===== config.mk =====
export PLATFORM = sky130hd
export DESIGN_NAME = rv32_fetch_seq_flat
export DESIGN_NICKNAME = d
export VERILOG_FILES = /design/src/rtl/rv32_fetch_seq_if.sv /design/src/rtl/rv32_fetch_seq.sv /design/src/flat_wrapper.sv
export SDC_FILE = /design/constraint.sdc
export NUM_CORES = 1
export LEC_CHECK = 0
export BUFFER_PORTS_ARGS = -buffer_cell sky130_fd_sc_hd__buf_2
export CAP_MARGIN = 20
export CORE_MARGIN = 3
export CORE_UTILIZATION = 25
export CTS_CLUSTER_SIZE = 25
export DETAILED_ROUTE_END_ITERATION = 8
export GPL_TIMING_DRIVEN = 0
export PLACE_DENSITY = 0.52
export SYNTH_ARGS = -nofsm -noshare
export SYNTH_HDL_FRONTEND = slang
export SYNTH_SLANG_ARGS = --single-unit

===== constraint.sdc =====
create_clock -name clk -period 2.3 [get_ports clk]
set_input_delay 0.115 -clock clk [delete_from_list [all_inputs] [get_ports clk]]
set_output_delay 0.115 -clock clk [all_outputs]
set_load 0.01 [all_outputs]

===== src/rtl/rv32_fetch_seq_if.sv =====
// Fetch/execute port bundle for rv32_fetch_seq.
//   master : the sequencer. Drives the instruction-memory request, the held
//            instruction towards execute and the trap/retire status.
//   slave  : the environment (instruction memory, execute and branch unit,
//            CSR file). Returns fetch data, retire/redirect and the trap vector.
// Signals:
//   imem_req/imem_addr      fetch request and address (address = pc)
//   imem_ack/rdata/err      fetch completion, data and access fault
//   instr_valid/instr/pc    held instruction presented to execute
//   exec_done               execute retires the held instruction
//   branch_taken/target     redirect, sampled with exec_done
//   trap_vec                trap handler base (mtvec)
//   trap/trap_cause/trap_pc one-cycle trap pulse and its sticky details
//   instret                 retired-instruction counter
interface rv32_fetch_seq_if;
    logic        imem_req;
    logic [31:0] imem_addr;
    logic        imem_ack;
    logic [31:0] imem_rdata;
    logic        imem_err;
    logic        instr_valid;
    logic [31:0] instr;
    logic [31:0] instr_pc;
    logic        exec_done;
    logic        branch_taken;
    logic [31:0] branch_target;
    logic [31:0] trap_vec;
    logic        trap;
    logic [3:0]  trap_cause;
    logic [31:0] trap_pc;
    logic [63:0] instret;

    modport master (
        output imem_req, imem_addr,
        input  imem_ack, imem_rdata, imem_err,
        output instr_valid, instr, instr_pc,
        input  exec_done, branch_taken, branch_target, trap_vec,
        output trap, trap_cause, trap_pc, instret
    );

    modport slave (
        input  imem_req, imem_addr,
        output imem_ack, imem_rdata, imem_err,
        input  instr_valid, instr, instr_pc,
        output exec_done, branch_taken, branch_target, trap_vec,
        input  trap, trap_cause, trap_pc, instret
    );
endinterface


===== src/rtl/rv32_fetch_seq.sv =====
// Instruction-sequencing controller for the rv32imc single-stage core.
// Owns the PC, fetches one instruction at a time over a req/ack port, holds it
// for execute, advances the PC on retire (+2 for RVC, +4 otherwise) or applies
// the branch redirect, and turns fetch faults, misaligned targets and illegal
// compressed encodings into a one-cycle trap pulse followed by a jump to mtvec.
// Ports:
//   clk    rising-edge clock
//   rst_n  asynchronous active-low reset
//   bus    rv32_fetch_seq_if.master (memory, execute and trap signals)
// Parameters:
//   RESET_PC   PC loaded on reset
//   SUPPORT_C  1: RVC legal, halfword-aligned PCs; 0: RVC illegal, word-aligned
module rv32_fetch_seq #(
    parameter logic [31:0] RESET_PC  = 32'h0000_0000,
    parameter bit          SUPPORT_C = 1'b1
) (
    input  logic             clk,
    input  logic             rst_n,
    rv32_fetch_seq_if.master bus
);
    typedef enum logic [1:0] {IDLE, FETCH, EXEC, TRAP} state_t;

    state_t      state_q, state_d;
    logic [31:0] pc_q, pc_d;
    logic [31:0] instr_q;
    logic [31:0] instr_pc_q;
    logic [3:0]  trap_cause_q, trap_cause_d;
    logic [31:0] trap_pc_q, trap_pc_d;
    logic [63:0] instret_q;
    logic        load_instr;
    logic        retire;
    logic [31:0] step;
    logic [31:0] br_tgt;
    logic        unused_bits;

    // Bits the sequencer never looks at: mtvec mode bits and bit 0 of the
    // redirect (always cleared to halfword alignment).
    assign unused_bits = ^{bus.trap_vec[1:0], bus.branch_target[0]};

    always_ff @(posedge clk or negedge rst_n) begin
        if (!rst_n) begin
            state_q <= IDLE;
        end else begin
            state_q <= state_d;
        end
    end

    always_comb begin
        state_d      = state_q;
        pc_d         = pc_q;
        trap_cause_d = trap_cause_q;
        trap_pc_d    = trap_pc_q;
        load_instr   = 1'b0;
        retire       = 1'b0;
        step         = (instr_q[1:0] != 2'b11) ? 32'd2 : 32'd4;
        br_tgt       = {bus.branch_target[31:1], 1'b0};
        case (state_q)
            IDLE: state_d = FETCH;
            FETCH: begin
                if (bus.imem_ack) begin
                    if (bus.imem_err) begin
                        state_d      = TRAP;
                        trap_cause_d = 4'd1;
                        trap_pc_d    = pc_q;
                    end else if (!SUPPORT_C && (bus.imem_rdata[1:0] != 2'b11)) begin
                        // Compressed encoding on a core built without RVC.
                        state_d      = TRAP;
                        trap_cause_d = 4'd2;
                        trap_pc_d    = pc_q;
                    end else begin
                        state_d    = EXEC;
                        load_instr = 1'b1;
                    end
                end
            end
            EXEC: begin
                if (bus.exec_done) begin
                    retire = 1'b1;
                    // Without RVC a taken branch must land on a word boundary;
                    // the instruction still retires, the PC is left alone.
                    if (!SUPPORT_C && bus.branch_taken && bus.branch_target[1]) begin
                        state_d      = TRAP;
                        trap_cause_d = 4'd0;
                        trap_pc_d    = bus.branch_target;
                    end else begin
                        state_d = FETCH;
                        pc_d    = bus.branch_taken ? br_tgt : pc_q + step;
                    end
                end
            end
            TRAP: begin
                state_d = FETCH;
                pc_d    = {bus.trap_vec[31:2], 2'b00};
            end
            default: state_d = IDLE;
        endcase
    end

    always_ff @(posedge clk or negedge rst_n) begin
        if (!rst_n) begin
            pc_q         <= RESET_PC;
            instr_q      <= 32'd0;
            instr_pc_q   <= RESET_PC;
            trap_cause_q <= 4'd0;
            trap_pc_q    <= 32'd0;
            instret_q    <= 64'd0;
        end else begin
            pc_q         <= pc_d;
            trap_cause_q <= trap_cause_d;
            trap_pc_q    <= trap_pc_d;
            if (load_instr) begin
                instr_q    <= bus.imem_rdata;
                instr_pc_q <= pc_q;
            end
            if (retire) begin
                instret_q <= instret_q + 64'd1;
            end
        end
    end

    // Request and valid decode straight from state, so an asserted reset
    // drops imem_req in the same cycle and the two can never overlap.
    assign bus.imem_req    = (state_q == FETCH);
    assign bus.imem_addr   = pc_q;
    assign bus.instr_valid = (state_q == EXEC);
    assign bus.instr       = instr_q;
    assign bus.instr_pc    = instr_pc_q;
    assign bus.trap        = (state_q == TRAP);
    assign bus.trap_cause  = trap_cause_q;
    assign bus.trap_pc     = trap_pc_q;
    assign bus.instret     = instret_q;
endmodule


===== src/flat_wrapper.sv =====
// flat-port wrapper written by rule: the top's interface ports become plain ports
module rv32_fetch_seq_flat 
#(
    parameter logic [31:0] RESET_PC  = 32'h0000_0000,
    parameter bit          SUPPORT_C = 1'b1
)
  (clk, rst_n, bus_imem_req, bus_imem_addr, bus_imem_ack, bus_imem_rdata, bus_imem_err, bus_instr_valid, bus_instr, bus_instr_pc, bus_exec_done, bus_branch_taken, bus_branch_target, bus_trap_vec, bus_trap, bus_trap_cause, bus_trap_pc, bus_instret);
  rv32_fetch_seq_if bus_i ();
  input  logic clk;
  input  logic rst_n;
  output wire logic [$bits(bus_i.imem_req)-1:0] bus_imem_req;
  output wire logic [$bits(bus_i.imem_addr)-1:0] bus_imem_addr;
  input wire logic [$bits(bus_i.imem_ack)-1:0] bus_imem_ack;
  input wire logic [$bits(bus_i.imem_rdata)-1:0] bus_imem_rdata;
  input wire logic [$bits(bus_i.imem_err)-1:0] bus_imem_err;
  output wire logic [$bits(bus_i.instr_valid)-1:0] bus_instr_valid;
  output wire logic [$bits(bus_i.instr)-1:0] bus_instr;
  output wire logic [$bits(bus_i.instr_pc)-1:0] bus_instr_pc;
  input wire logic [$bits(bus_i.exec_done)-1:0] bus_exec_done;
  input wire logic [$bits(bus_i.branch_taken)-1:0] bus_branch_taken;
  input wire logic [$bits(bus_i.branch_target)-1:0] bus_branch_target;
  input wire logic [$bits(bus_i.trap_vec)-1:0] bus_trap_vec;
  output wire logic [$bits(bus_i.trap)-1:0] bus_trap;
  output wire logic [$bits(bus_i.trap_cause)-1:0] bus_trap_cause;
  output wire logic [$bits(bus_i.trap_pc)-1:0] bus_trap_pc;
  output wire logic [$bits(bus_i.instret)-1:0] bus_instret;
  assign bus_imem_req = bus_i.imem_req;
  assign bus_imem_addr = bus_i.imem_addr;
  assign bus_i.imem_ack = bus_imem_ack;
  assign bus_i.imem_rdata = bus_imem_rdata;
  assign bus_i.imem_err = bus_imem_err;
  assign bus_instr_valid = bus_i.instr_valid;
  assign bus_instr = bus_i.instr;
  assign bus_instr_pc = bus_i.instr_pc;
  assign bus_i.exec_done = bus_exec_done;
  assign bus_i.branch_taken = bus_branch_taken;
  assign bus_i.branch_target = bus_branch_target;
  assign bus_i.trap_vec = bus_trap_vec;
  assign bus_trap = bus_i.trap;
  assign bus_trap_cause = bus_i.trap_cause;
  assign bus_trap_pc = bus_i.trap_pc;
  assign bus_instret = bus_i.instret;
  rv32_fetch_seq #(.RESET_PC(RESET_PC), .SUPPORT_C(SUPPORT_C)) u_core (.clk(clk), .rst_n(rst_n), .bus(bus_i));
endmodule

# Yosys cells after proc, flatten, opt, wreduce, memory -nomap -nowiden
# Index checks and enable logic that the tools add are counted.
# totals
ff_bits	195
input_bits	102
word_cells	34
# classes
n_mux	13
n_reduce_logical	6
n_eq_ne	6
n_addsub	2
# ops
operator	count
$add 64x1->64 const B	1
$mux 32	2
$pmux 32 s2	1
$add 32x32->32	1
$mux 1	6
$pmux 2 s3	1
$eq 2x2->1 const B	2
$mux 2	2
$ne 2x1->1 const B	2
$reduce_and 2->1	2
$mux 3	1
$reduce_and 3->1	1
$eq 2x1->1 const B	1
$logic_not 2->1	1
$ne 2x2->1 const B	1
$reduce_bool 2->1	1
$reduce_or 2->1	1

# Depth between registers and ports, before layout
# depth
ltp_word	6
ltp_mapped	8

# Worst setup path before layout
# OpenSTA, ideal clock, no wires.
# synth_timing
kind	reg-to-reg
startpoint	register u_core.instr_q[0] (netlist: u_core.bus.instr[0])
endpoint	register u_core.pc_q[28] (netlist: u_core.bus.imem_addr[28])
setup_time_ns	0.126
stages_incl_launch_ff	9
slack_ns	0.194
t_required_ns	2.174
synth_period_minus_slack_ns	2.106
t_arrival_ns	1.980
cell_sequence	dfrtp_1 nand2_1 inv_1 ha_1 a21oi_1 or4_4 nor4_2 xnor2_1 o21ai_1
# synth_via
elab_chain_len	6
# synth_lines
element	line	source
start, declared	rv32_fetch_seq.sv:25	logic [31:0] instr_q;
start signal, assigned	rv32_fetch_seq.sv:112	instr_q <= bus.imem_rdata;
$ne 2x2->1	rv32_fetch_seq.sv:55	step = (instr_q[1:0] != 2'b11) ? 32'd2 : 32'd4;
$mux 3	rv32_fetch_seq.sv:55	
$add 32x32->32	rv32_fetch_seq.sv:87	pc_d = bus.branch_taken ? br_tgt : pc_q + step;
$mux 32	rv32_fetch_seq.sv:87	
$mux 32	rv32_fetch_seq.sv:77	if (bus.exec_done) begin
$pmux 32 s2	rv32_fetch_seq.sv:57	case (state_q)
end signal, assigned	rv32_fetch_seq.sv:108	pc_q <= pc_d;
end, declared	rv32_fetch_seq.sv:24	logic [31:0] pc_q, pc_d;
# Every way passes these cells. The select of a mux whose other input is x is not followed.
# A chain may end at the register's enable or synchronous reset.

# Final worst setup path
# layout_timing
startpoint	register u_core.instr_q[1] (netlist: u_core.bus.instr[1])
endpoint	register u_core.pc_q[28] (netlist: u_core.bus.imem_addr[28])
# Same word-level chain as after synthesis.

==> metrics <==
first-pass GRT wire length=46900 um; # DRC=0; Simple-Gate Fraction of Synth Area=0.152; xor/xnor share of the synthesized area=0.0741; Detailed Route Iter0 Violations=349; ANT nets after route=0; CP startpoint=u_core.bus.instr[1]; Worst EP required=2620 ps; adder-cell share of the synthesized area=0.00649; routed wire length=30000 um; Yosys top cell by area=dfrtp_1; routed vias/inst=4.64; worst-case vdd ir drop=525 uV; critical path class=reg2reg; fraction of layout cells with a size suffix above 1=0.424; Clock Skew=11.2 ps; Overflow after GRT=0; dpl hpwl=22100 um; via count=7593; Slew Limit Fails=0; Post-Syn Area=8870 um^2; most instantiated cells after synthesis=dfrtp_1 (192), mux2_2 (91), nor2_1 (54), nand2_1 (53), xor2_1 (44); DIE AREA=37800 um^2; cell area after layout=12500 um^2; FF-to-FF End=u_core.bus.imem_addr[28]; post-synth cell types=55; Seq cells post-synth=192; initial antenna violation count=4; Mapped Avg Cell Area=11.4 um^2; Initial Utilization=0.255; worst hold path type=in2reg; share of the synthesized area in the top cell type=0.542; slew of the pin with the lowest slew margin=733 ps; total track usage=0.158; Fillers=3552; Compound-Gate Fraction of Synth Area=0.0759; Mapped Cells=776; Synth area leaders=dfrtp_1 (54%), mux2_2 (12%), xor2_1 (4.3%), xnor2_1 (3.1%), nor2_1 (2.3%); mux contribution to synthesized area=0.122; crit path launch type=register; final hold vios=0; Async S/R FF share, synth=1.00; R2R Setup Slk=60 ps; reg-to-reg startpoint=u_core.bus.instr[1]; Worst Reg2Reg Path Length in Cells=8; number of flops mapped to enable cells by yosys=0; Main synth FF type=dfrtp_1; Initial DRT Pass Iterations=5; H-Tree Depth=4; Setup crit end=u_core.bus.imem_addr[28]; die width=194 um; vias in the first global route=7892; Ys Warns=0; crit share post-route=0.974; TritonCTS clock tree=done; nets@finish=1274; Sink Count=192; root buffer cell=clkbuf_16; Critical Path Max Stage Delay=610 ps; clk slew on worst S/H paths=80 ps; WL per Instance=18.3 um; outcome=complete, no violations; post-layout util=0.360; GPL Wtd Cong=0.751; RSZ-0062 raised after global routing=true; Crit. End Element=register; Die Y-Extent=194 um; Cell Chain, Critical Path=nand2_2 -> inv_1 -> ha_4 -> a21oi_4 -> or4_4 -> nor4_4 -> xnor2_1 -> o21ai_1; largest family of logic cells by synthesized area=simple AND/OR/NAND/NOR gates; largest net degree at the start of global routing=77; critical-path cell with the highest stage delay=or4_4; CP arrival=2560 ps; Placed Instance Area=11000 um^2; input/output buffers=290; Pleak=0.00618 uW; I/O Pins=301; # setup viols final=0; fmax=446 MHz; Cell Pwr Density=914 nW/um^2; cts bufs inserted=17; most frequent cell after synthesis=dfrtp_1; sequential fraction of the synthesis area=0.542; Slew Limit Headroom=0.511; Core Area=34700 um^2; Max-cap violations=0; row count=68; Tmin final=2240 ps; Area Growth Syn to Fin=40.9%; clk_lat worst skew=440 ps; CTS max path bufs=2; CP max FO=6
==> cell type report <==
class	count	area (um^2)	area share
flip-flops and latches	192	4810	0.385
multi-input cells	536	4000	0.320
repair buffers	369	2250	0.180
well taps	455	569	0.0456
clock buffers	18	439	0.0352
plain buffers	35	185	0.0148
clock inverters	14	174	0.0139
inverters	17	66.3	0.00531
diodes	1	2.50	0.000200
==> stage by stage <==
step                hold slack, ps  setup TNS, ps  setup WS, ps  cells  total power [uW]
floorplan                     -181              0           194    781              6510
global placement               325        -485690         -2460   1526              8050
detailed placement            76.2         -17290          -632   1528              8130
CTS                           6.34           -101         -50.7   1624             11500
global route                  45.8           -220         -92.6   1637             12100
finish                        37.0              0          58.7   1637             11400
==> sequential cells by signal, summed over array words and instances (netlist names) <==
| name | count |
|---|---|
| u_core.bus.instr | 32 |
| u_core.bus.imem_addr | 31 |
| u_core.state_q | 2 |
| u_core.bus.instr_pc | 31 |
| u_core.bus.trap_cause | 1 |
| u_core.bus.trap_pc | 31 |
| u_core.bus.instret | 64 |
==> how the worst min path moves through the flow <==
stage | endpoint | cells after the start | startpoint | slack (ps)
detailed placement | u_core.bus.instret[38] | 1 | rst_n | 80
floorplan | u_core.bus.imem_addr[10] | 0 | rst_n | -180
finish | u_core.bus.imem_addr[23] | 3 | bus_trap_vec[23] | 40
CTS | u_core.bus.imem_addr[25] | 4 | bus_branch_target[25] | 6
global placement | u_core.bus.imem_addr[5] | 3 | bus_trap_vec[5] | 320
global route | u_core.bus.imem_addr[23] | 3 | bus_branch_target[23] | 50
==> placed cells by master, fill, tap and decap left out, types with 4 or more instances in the layout <==
cell and count:
and3_1 7, nor4_1 10, nand3_1 36, mux2_2 91, o21ai_1 5, inv_6 7, nor2_1 52, buf_2 303
a21o_1 5, a21oi_1 28, clkbuf_1 7, xnor2_1 31, nor4_4 5, nor4_2 6, a22o_1 19, nand4_2 4
mux2i_1 6, nor3_4 4, nand4_1 19, dlygate4sd3_1 61, dfrtp_1 191, inv_1 15, nor3_2 6, nand2_1 51
nand3_2 4, buf_4 22, o21ai_0 32, nor3_1 21, xor2_1 44, clkbuf_16 17, clkbuf_2 5, o31ai_1 7
conb_1 6
==> worst max-delay path, delay by kind of cell (launching register included) <==
family          cells  cell delay, ps
flops               1             410
simple gates        3            1010
compound gates      2             150
buf+inv             1              90
fa+ha+maj           1             280
xor+xnor            1             160
==> per-layer routing <==
metal / routed length (um) / GRT usage
met1: 13000 / 0.202
met2: 14600 / 0.262
met3: 1870 / 0.0444
met4: 483 / 0.0420
met5: 34 / 0
==> power breakdown <==
group / leakage (uW) / internal (uW) / total [uW] / switching [uW]
combinational: 0.00345 / 1600 / 3240 / 1640
clock: 0.000303 / 1760 / 3220 / 1450
sequential: 0.00243 / 4230 / 4960 / 727
==> timing repair <==
item	4_1_cts	5_1_grt
setup buffers	3	13
setup endpoints to repair	107	113
hold buffers	61	0
resized for setup	18	19
gates cloned	0	0
endpoints found under the hold margin	105	0
pin swaps	1	13
==> cells by family after synthesis <==
group / count (synthesis)
AO/OA/AOI/OAI: 108
adder cells (fa/ha/maj): 4
buffers and inverters: 53
flip-flops: 192
AND/OR/NAND/NOR: 246
multiplexers: 97
XOR/XNOR: 75
other: 1
Note: power is estimated with default switching activity, not from simulation.
